<file path="src/rtl/mips_mc_control_fsm.sv">
// Multicycle MIPS control unit: sequences fetch/decode/execute/memory/write-back,
// drives datapath enables and mux selects, and counts retired instructions.
module mips_mc_control_fsm #(
  parameter int OP_W          = 6,
  parameter int FUNCT_W       = 6,
  parameter int ALUCTRL_W     = 4,
  parameter int CNT_W         = 32,
  parameter bit MEM_HANDSHAKE = 1'b1
) (
  input  logic                 clk,
  input  logic                 rst,
  input  logic [OP_W-1:0]      op,
  input  logic [FUNCT_W-1:0]   funct,
  input  logic                 mem_ready,
  output logic                 pc_write,
  output logic                 branch_eq,
  output logic                 branch_ne,
  output logic                 ir_write,
  output logic                 mem_read,
  output logic                 mem_write,
  output logic                 iord,
  output logic                 reg_write,
  output logic                 reg_dst,
  output logic                 mem_to_reg,
  output logic [1:0]           alu_src_a,
  output logic [1:0]           alu_src_b,
  output logic                 ext_zero,
  output logic [1:0]           pc_src,
  output logic [ALUCTRL_W-1:0] alu_control,
  output logic                 instr_done,
  output logic                 illegal_op,
  output logic [CNT_W-1:0]     instr_count
);

  // state    | meaning
  // FETCH    | read instruction at PC, PC += 4 when memory is ready
  // DECODE   | decode op/funct, precompute branch target into ALUOut
  // EXE_R    | R-type ALU operation
  // EXE_I    | immediate ALU operation
  // ALU_WB   | write ALU result to register file
  // MEM_ADR  | compute load/store address
  // MEM_RD   | load data read, waits for mem_ready
  // MEM_WB   | write loaded data to register file
  // MEM_WR   | store data write, waits for mem_ready
  // BRANCH   | compare operands, conditional PC load from ALUOut
  // JUMP     | load PC with jump target
  typedef enum logic [3:0] {
    S_FETCH, S_DECODE, S_EXE_R, S_EXE_I, S_ALU_WB, S_MEM_ADR,
    S_MEM_RD, S_MEM_WB, S_MEM_WR, S_BRANCH, S_JUMP
  } state_t;

  localparam logic [OP_W-1:0] OP_R    = OP_W'(0);
  localparam logic [OP_W-1:0] OP_J    = OP_W'(2);
  localparam logic [OP_W-1:0] OP_BEQ  = OP_W'(4);
  localparam logic [OP_W-1:0] OP_BNE  = OP_W'(5);
  localparam logic [OP_W-1:0] OP_ADDI = OP_W'(8);
  localparam logic [OP_W-1:0] OP_ANDI = OP_W'(12);
  localparam logic [OP_W-1:0] OP_ORI  = OP_W'(13);
  localparam logic [OP_W-1:0] OP_LUI  = OP_W'(15);
  localparam logic [OP_W-1:0] OP_LW   = OP_W'(35);
  localparam logic [OP_W-1:0] OP_SW   = OP_W'(43);

  localparam logic [FUNCT_W-1:0] F_SLL = FUNCT_W'(0);
  localparam logic [FUNCT_W-1:0] F_SRL = FUNCT_W'(2);
  localparam logic [FUNCT_W-1:0] F_ADD = FUNCT_W'(32);
  localparam logic [FUNCT_W-1:0] F_SUB = FUNCT_W'(34);
  localparam logic [FUNCT_W-1:0] F_AND = FUNCT_W'(36);
  localparam logic [FUNCT_W-1:0] F_OR  = FUNCT_W'(37);
  localparam logic [FUNCT_W-1:0] F_SLT = FUNCT_W'(42);

  localparam logic [ALUCTRL_W-1:0] ALU_ADD = ALUCTRL_W'(0);
  localparam logic [ALUCTRL_W-1:0] ALU_SUB = ALUCTRL_W'(1);
  localparam logic [ALUCTRL_W-1:0] ALU_AND = ALUCTRL_W'(2);
  localparam logic [ALUCTRL_W-1:0] ALU_OR  = ALUCTRL_W'(3);
  localparam logic [ALUCTRL_W-1:0] ALU_SLT = ALUCTRL_W'(4);
  localparam logic [ALUCTRL_W-1:0] ALU_SLL = ALUCTRL_W'(5);
  localparam logic [ALUCTRL_W-1:0] ALU_SRL = ALUCTRL_W'(6);
  localparam logic [ALUCTRL_W-1:0] ALU_LUI = ALUCTRL_W'(14);

  state_t                 state, state_next;
  logic                   mem_rdy;
  logic                   r_legal, r_shift;
  logic [ALUCTRL_W-1:0]   r_alu, i_alu;
  logic                   i_legal, i_zext;

  assign mem_rdy = MEM_HANDSHAKE ? mem_ready : 1'b1;

  always_comb begin
    r_legal = 1'b1;
    r_shift = 1'b0;
    r_alu   = ALU_ADD;
    case (funct)
      F_ADD: r_alu = ALU_ADD;
      F_SUB: r_alu = ALU_SUB;
      F_AND: r_alu = ALU_AND;
      F_OR:  r_alu = ALU_OR;
      F_SLT: r_alu = ALU_SLT;
      F_SLL: begin r_alu = ALU_SLL; r_shift = 1'b1; end
      F_SRL: begin r_alu = ALU_SRL; r_shift = 1'b1; end
      default: r_legal = 1'b0;
    endcase
  end

  always_comb begin
    i_legal = 1'b1;
    i_zext  = 1'b0;
    i_alu   = ALU_ADD;
    case (op)
      OP_ADDI: i_alu = ALU_ADD;
      OP_ANDI: begin i_alu = ALU_AND; i_zext = 1'b1; end
      OP_ORI:  begin i_alu = ALU_OR;  i_zext = 1'b1; end
      OP_LUI:  i_alu = ALU_LUI;
      default: i_legal = 1'b0;
    endcase
  end

  always_ff @(posedge clk or posedge rst) begin
    if (rst) state <= S_FETCH;
    else     state <= state_next;
  end

  always_ff @(posedge clk or posedge rst) begin
    if (rst)             instr_count <= '0;
    else if (instr_done) instr_count <= instr_count + CNT_W'(1);
  end

  always_comb begin
    state_next  = state;
    pc_write    = 1'b0;
    branch_eq   = 1'b0;
    branch_ne   = 1'b0;
    ir_write    = 1'b0;
    mem_read    = 1'b0;
    mem_write   = 1'b0;
    iord        = 1'b0;
    reg_write   = 1'b0;
    reg_dst     = 1'b0;
    mem_to_reg  = 1'b0;
    alu_src_a   = 2'd0;
    alu_src_b   = 2'd0;
    ext_zero    = 1'b0;
    pc_src      = 2'd0;
    alu_control = ALU_ADD;
    instr_done  = 1'b0;
    illegal_op  = 1'b0;

    case (state)
      S_FETCH: begin
        mem_read  = 1'b1;
        alu_src_b = 2'd1;
        if (mem_rdy) begin
          ir_write   = 1'b1;
          pc_write   = 1'b1;
          state_next = S_DECODE;
        end
      end
      S_DECODE: begin
        alu_src_b = 2'd3;
        if (op == OP_R && r_legal)        state_next = S_EXE_R;
        else if (i_legal)                 state_next = S_EXE_I;
        else if (op == OP_LW || op == OP_SW)   state_next = S_MEM_ADR;
        else if (op == OP_BEQ || op == OP_BNE) state_next = S_BRANCH;
        else if (op == OP_J)              state_next = S_JUMP;
        else begin
          illegal_op = 1'b1;
          instr_done = 1'b1;
          state_next = S_FETCH;
        end
      end
      S_EXE_R: begin
        alu_src_a   = r_shift ? 2'd2 : 2'd1;
        alu_control = r_alu;
        state_next  = S_ALU_WB;
      end
      S_EXE_I: begin
        alu_src_a   = 2'd1;
        alu_src_b   = 2'd2;
        alu_control = i_alu;
        ext_zero    = i_zext;
        state_next  = S_ALU_WB;
      end
      S_ALU_WB: begin
        reg_write  = 1'b1;
        reg_dst    = (op == OP_R);
        instr_done = 1'b1;
        state_next = S_FETCH;
      end
      S_MEM_ADR: begin
        alu_src_a  = 2'd1;
        alu_src_b  = 2'd2;
        state_next = (op == OP_LW) ? S_MEM_RD : S_MEM_WR;
      end
      S_MEM_RD: begin
        mem_read = 1'b1;
        iord     = 1'b1;
        if (mem_rdy) state_next = S_MEM_WB;
      end
      S_MEM_WB: begin
        reg_write  = 1'b1;
        mem_to_reg = 1'b1;
        instr_done = 1'b1;
        state_next = S_FETCH;
      end
      S_MEM_WR: begin
        mem_write = 1'b1;
        iord      = 1'b1;
        if (mem_rdy) begin
          instr_done = 1'b1;
          state_next = S_FETCH;
        end
      end
      S_BRANCH: begin
        alu_src_a   = 2'd1;
        alu_control = ALU_SUB;
        pc_src      = 2'd1;
        branch_eq   = (op == OP_BEQ);
        branch_ne   = (op == OP_BNE);
        instr_done  = 1'b1;
        state_next  = S_FETCH;
      end
      S_JUMP: begin
        pc_write   = 1'b1;
        pc_src     = 2'd2;
        instr_done = 1'b1;
        state_next = S_FETCH;
      end
      default: state_next = S_FETCH;
    endcase

    // Reset forces every control low immediately so an in-flight write is dropped.
    if (rst) begin
      pc_write    = 1'b0;
      branch_eq   = 1'b0;
      branch_ne   = 1'b0;
      ir_write    = 1'b0;
      mem_read    = 1'b0;
      mem_write   = 1'b0;
      iord        = 1'b0;
      reg_write   = 1'b0;
      reg_dst     = 1'b0;
      mem_to_reg  = 1'b0;
      alu_src_a   = 2'd0;
      alu_src_b   = 2'd0;
      ext_zero    = 1'b0;
      pc_src      = 2'd0;
      alu_control = ALU_ADD;
      instr_done  = 1'b0;
      illegal_op  = 1'b0;
    end
  end

endmodule

</file>
<file path="config.mk">
export PLATFORM = sky130hd
export DESIGN_NAME = mips_mc_control_fsm
export DESIGN_NICKNAME = d
export VERILOG_FILES = /design/src/rtl/mips_mc_control_fsm.sv
export SDC_FILE = /design/constraint.sdc
export NUM_CORES = 1
export LEC_CHECK = 0
export CELL_PAD_IN_SITES_DETAIL_PLACEMENT = 0
export CELL_PAD_IN_SITES_GLOBAL_PLACEMENT = 1
export CORE_MARGIN = 3
export CORE_UTILIZATION = 37
export CTS_CLUSTER_SIZE = 16
export DETAILED_ROUTE_END_ITERATION = 6
export PLACE_DENSITY_LB_ADDON = 0.1
export SLEW_MARGIN = 20
export SYNTH_ARGS = -nofsm -noshare
export SYNTH_HDL_FRONTEND = slang
export SYNTH_SLANG_ARGS = --single-unit
</file>
<file path="constraint.sdc">
create_clock -name clk -period 6.5 [get_ports clk]
set_input_delay 1.3 -clock clk [delete_from_list [all_inputs] [get_ports clk]]
set_output_delay 1.3 -clock clk [all_outputs]
set_load 0.05 [all_outputs]
</file>
### After elaboration in Yosys (flattened, before gate mapping)

Index checks and enable logic that the tools add are counted.

| word-level totals | value |
|---|---|
| output and inout bits | 55 |
| bits in registers | 36 |
| input port bits | 15 |

| cells by class | value |
|---|---|
| muxes and demuxes | 57 |
| reductions and logical operators | 18 |
| add/subtract/negate cells | 1 |
| eq/ne operators | 28 |

Operator list:

| operator | count |
|---|---|
| $eq A6 B6 Y1 const B | 7 |
| $mux W4 | 10 |
| $mux W1 | 34 |
| $add A32 B1 Y32 const B | 1 |
| $eq A6 B4 Y1 const B | 4 |
| $pmux W4 S3 | 2 |
| $pmux W4 S6 | 1 |
| $pmux W3 S6 | 1 |
| $eq A4 B3 Y1 const B | 4 |
| $reduce_or A2 Y1 | 7 |
| $eq A4 B4 Y1 const B | 3 |
| $eq A6 B2 Y1 const B | 2 |
| $eq A6 B3 Y1 const B | 2 |
| $logic_not A6 Y1 | 2 |
| $eq A4 B2 Y1 const B | 2 |
| $mux W2 | 4 |
| $pmux W2 S2 | 2 |
| $reduce_or A4 Y1 | 2 |
| $reduce_or A7 Y1 | 1 |
| $ne A2 B2 Y1 const B | 3 |
| $pmux W2 S3 | 1 |
| $eq A4 B1 Y1 const B | 1 |
| $logic_not A4 Y1 | 1 |
| $pmux W1 S3 | 1 |
| other kinds (5) | 6 |

### Longest topological paths before layout

| logic depth | value |
|---|---|
| depth after elaboration | 8 |
| gate-level depth with buffers | 8 |
| gate-level depth less buffers | 6 |

### Worst setup path after synthesis

Ideal clock, no wire load.

| timing | value |
|---|---|
| kind | input port to output port |
| start point | input port rst |
| end point | output port alu_control[2] |
| path slack | 1.095 ns |
| buffers on the path | 0 |
| stages | 4 |
| data arrival time | 4.105 ns |
| data required time | 5.200 ns |
| cell sequence | inv_1 > nand3_1 > nor3_1 > o21bai_1 |

| on the way | value |
|---|---|
| cells in the longest elaborated chain, start to end | 1 |

RTL lines:

| item | RTL line | source |
|---|---|---|
| start, declared | 11 | `input logic rst,` |
| $mux W4 | 231 | `if (rst) begin` |
| end, declared | 29 | `output logic [ALUCTRL_W-1:0] alu_control,` |

No other way between the ends.

### Worst setup path in the final report

| timing | value |
|---|---|
| start point | input port op[1] |
| end point | output port instr_done |

| on the way | value |
|---|---|
| cells in the longest elaborated chain, start to end | 8 |
| elaborated cells between the ends (all ways) | 22 |
| those cells by class | eq/ne: 9; mux: 8; reduce/logical: 5 |

RTL lines:

| item | RTL line | source |
|---|---|---|
| start, declared | 12 | `input logic [OP_W-1:0] op,` |
| $eq A6 B2 Y1 or $eq A6 B3 Y1 (tied branches) | 163, 162 |  |
| $mux W1 or $logic_or A1 B1 Y1 (tied branches) | 163, 162 |  |
| $mux W1 | 162 | `else if (op == OP_BEQ \|\| op == OP_BNE) state_next = S_BRANCH;` |
| $mux W1 | 161 | `else if (op == OP_LW \|\| op == OP_SW) state_next = S_MEM_ADR;` |
| $mux W1 | 160 | `else if (i_legal) state_next = S_EXE_I;` |
| $mux W1 (*) | 159 | `if (op == OP_R && r_legal) state_next = S_EXE_R;` |
| $pmux W1 S3 (*) | 147 | `case (state)` |
| $mux W1 (*) | 231 |  |
| end, declared | 30 | `output logic instr_done,` |

Mark *: on every way between the ends. The rest lies on a longest branch, timed or not.

==> flow_metrics.tcl <==
set metrics [dict create \
    diodes 0 \
    crit_family "buffers and inverters" \
    ant_nets 0 \
    rows 28 \
    crit_slowest_cell "clkdlybuf4s50_1" \
    p_leak_nw 1.238 \
    setup_slack_ns 1.248 \
    clock-root-buffer "clkbuf_8" \
    netlist_instances 258 \
    ir_drop_mv 0.2289 \
    relSlewSlack_pct 63.97 \
    p_per_area_nw_per_um2 201.5 \
    slew_viol_final 0 \
    critical_path_buf_inv_count 2 \
    die_y_um 85.12 \
    cts_tree "done" \
    wl_met1_um 2910 \
    routed-via-count 2113 \
    async_flop_share_pct 100.0 \
    crit_type "in2out" \
    synthSimpleGateAreaFrac_pct 30.36 \
    first_iter_violations 117 \
    clock_skew_ns 0.003704 \
    clkTransAtPathRegs_ns 0.07 \
    crit_required_ns 5.20 \
    h-tree-depth 2 \
    dp_hpwl_um 4329 \
    setup_violations 0 \
    cp-start-kind "input pin" \
    drv_cap 0 \
    track_usage_pct 17.26 \
    grt_first_pass_wirelength_um 10320 \
    grt_pass1_vias 2174 \
    critPathArrivalTime_ns 3.95 \
    synth_cell_types 58 \
    cts_made_buffers 5 \
    ys_seq_area_share_pct 38.90 \
    layout.nets 337 \
    end_kind "primary output" \
    rsz0062_at_grt "false" \
    clk_latency_ns 0.28 \
    finalWirelength_um 5919 \
    drc 0 \
    status "finished, final reports clean" \
    ys_ff_latch 36 \
    synth-xor-area-share_pct 12.48 \
    die-width_um 85.12 \
    ios 70 \
    synth_fp_nets 274 \
    routed-wl-met2_um 2656 \
    wl_per_cell_um 14.95 \
    synth_edf_count 0 \
    synth_compound_area_share_pct 11.99 \
    n_fill_cell 564 \
    yosys.area.top_type_share_pct 38.90 \
    synth_area_per_cell_um2 8.977 \
    worstPathMaxFanout 12 \
    start_util_pct 38.66 \
    place.gp.congestion 0.7766 \
    synth_fa_ha_area_share_pct 0.5402 \
    dr_wl_met3_um 257 \
    synthFlopType "dfrtp_1" \
    finalHoldViolCount 0 \
    grt_max_degree 41 \
    path_common_cell "clkdlybuf4s50_1" \
    fmax_mhz 190.4 \
    postCtsHoldBufs 0 \
    routed.top_layer "met4" \
    place_ws_ns 1.261 \
    slowest_delay_ns 0.72 \
    fin_crit_sh_pct 80.81 \
    cts_sinks 36 \
    grt.overflow.total 0 \
    post-cts-setup-buffers 0 \
    dieArea_um2 7245 \
    synth_top_cell_by_area "dfrtp_1" \
    synthToLayoutAreaGrowth_pct 35.06 \
    viasPerCell 5.336 \
    total_power_uw 630.4 \
    worst_slew_pin_slew_ns 0.5404 \
    layout-drive-gt1-share_pct 7.788 \
    ys_top_cells_by_area "dfrtp_1 39%, xnor2_1 9.8%, nand3_1 4.3%, nor3_1 4.1%, and3_1 3.8%" \
    min_period_ns 5.252 \
    port_buffers 69 \
    core-area_um2 5991 \
    synthMuxAreaShare_pct 1.135 \
    critical_path.cell_chain "clkdlybuf4s50_1 > or4b_1 > a21o_1 > and2_4 > a211oi_4 > nor2_2 > clkdlybuf4s50_1" \
    ys_warn_count 0 \
    antenna_found_initial 0 \
    synth_top_family_by_area "simple AND/OR/NAND/NOR gates" \
    final.setup.tns_ns 0 \
    cts.path.max_buffers 2 \
    synthesis.area_um2 2316 \
    drtPass1Iterations 4 \
    hp-class "reg2reg" \
    cts_resized 0 \
]
-- cells in the mapped netlist, drive strengths merged (2+ instances only) --
master  number
dfrtp       36
xnor2       26
nand3       20
nor2        19
nor3        19
nand2       16
and3        14
buf         10
a21oi        9
nand4        9
inv          8
xor2         7
nand2b       5
and2         4
and4         4
clkbuf       4
o21ai        4
a211oi       3
nor2b        3
nor4         3
o21bai       3
mux2         2
nor3b        2
o22ai        2
or2          2
or4          2
or4b         2
-- worst reg2reg max path, cell delays in order, from the launching register on --
cell and delay, ns:
dfrtp_1 0.46, nand4_1 0.24, nor4_1 0.42, and2_2 0.26
nand4_1 0.14, or3b_2 0.50, xnor2_1 0.14
-- sequential cells by signal (all words and copies together), names as in the netlist --
name and flops:
instr_count 32, state 4
-- cell usage in the layout (no fill, tap or decap), types with 3 or more instances in the layout --
| master | count |
|---|---|
| nor2_1 | 18 |
| clkbuf_8 | 7 |
| o21bai_1 | 3 |
| clkdlybuf4s50_1 | 69 |
| o21ai_0 | 4 |
| nor4_1 | 3 |
| xor2_1 | 7 |
| nand4_1 | 9 |
| nand2_1 | 16 |
| and4_1 | 3 |
| xnor2_1 | 26 |
| inv_1 | 8 |
| and3_1 | 14 |
| nor3_1 | 19 |
| dfrtp_1 | 36 |
| nand2b_1 | 5 |
| nor2b_1 | 3 |
| a21oi_1 | 9 |
| nand3_1 | 20 |
-- per-layer routing --
metal | GRT usage [%] | up-vias
met4 | 5.036 | 0
li1 | - | 1045
met3 | 3.398 | 10
met1 | 23.96 | 1008
met2 | 27.33 | 50
met5 | 0 | -
-- report_power, final --
part           internal, mW  switching, mW
combinational        0.0744          0.123
sequential            0.240         0.0245
clock                0.0944         0.0747
total                 0.408          0.222
-- cells by family after synthesis --
| family | count (synthesis) |
|---|---|
| compound gates | 36 |
| fa+ha+maj | 1 |
| simple gates | 128 |
| buf+inv | 22 |
| mux | 2 |
| xor+xnor | 33 |
| flops | 36 |
-- worst paths after layout --
path	endpoint	slack (ns)	cells after the start	start
worst max-delay path	instr_done	1.25	7	op[1]
worst min-delay path	instr_count[31]$_DFFE_PP0P_	0.48	1	instr_count[31]$_DFFE_PP0P_
max in group asynchronous	instr_count[6]$_DFFE_PP0P_	4.36	3	rst
worst min register to register	instr_count[31]$_DFFE_PP0P_	0.48	1	instr_count[31]$_DFFE_PP0P_
worst max register to register	instr_count[30]$_DFFE_PP0P_	4.23	6	instr_count[14]$_DFFE_PP0P_
min in group asynchronous	state[3]$_DFFE_PP0P_	1.81	3	rst
-- through the flow --
step / util (%) / hold slack [ns] / area (um2) / std cells
2_1_floorplan: - / 0.5485 / 2316 / 258
3_3_place_gp: 50.61 / 0.4567 / 3032 / 389
3_5_place_dp: 50.61 / 0.4595 / 3032 / 389
4_1_cts: 52.21 / 0.4768 / 3128 / 396
5_1_grt: 52.21 / 0.5064 / 3128 / 396
6_report: 52.21 / 0.4770 / 3128 / 396
-- area by class of cell --
type | count | area, um2 | share of cell area, %
Multi-Input combinational cell | 200 | 1309 | 41.84
Sequential cell | 36 | 900.9 | 28.80
Timing Repair Buffer | 70 | 698.2 | 22.32
Clock buffer | 7 | 96.34 | 3.080
Tap cell | 75 | 93.84 | 3.000
Inverter | 8 | 30.03 | 0.9600
Power figures use the tool's default switching activity.
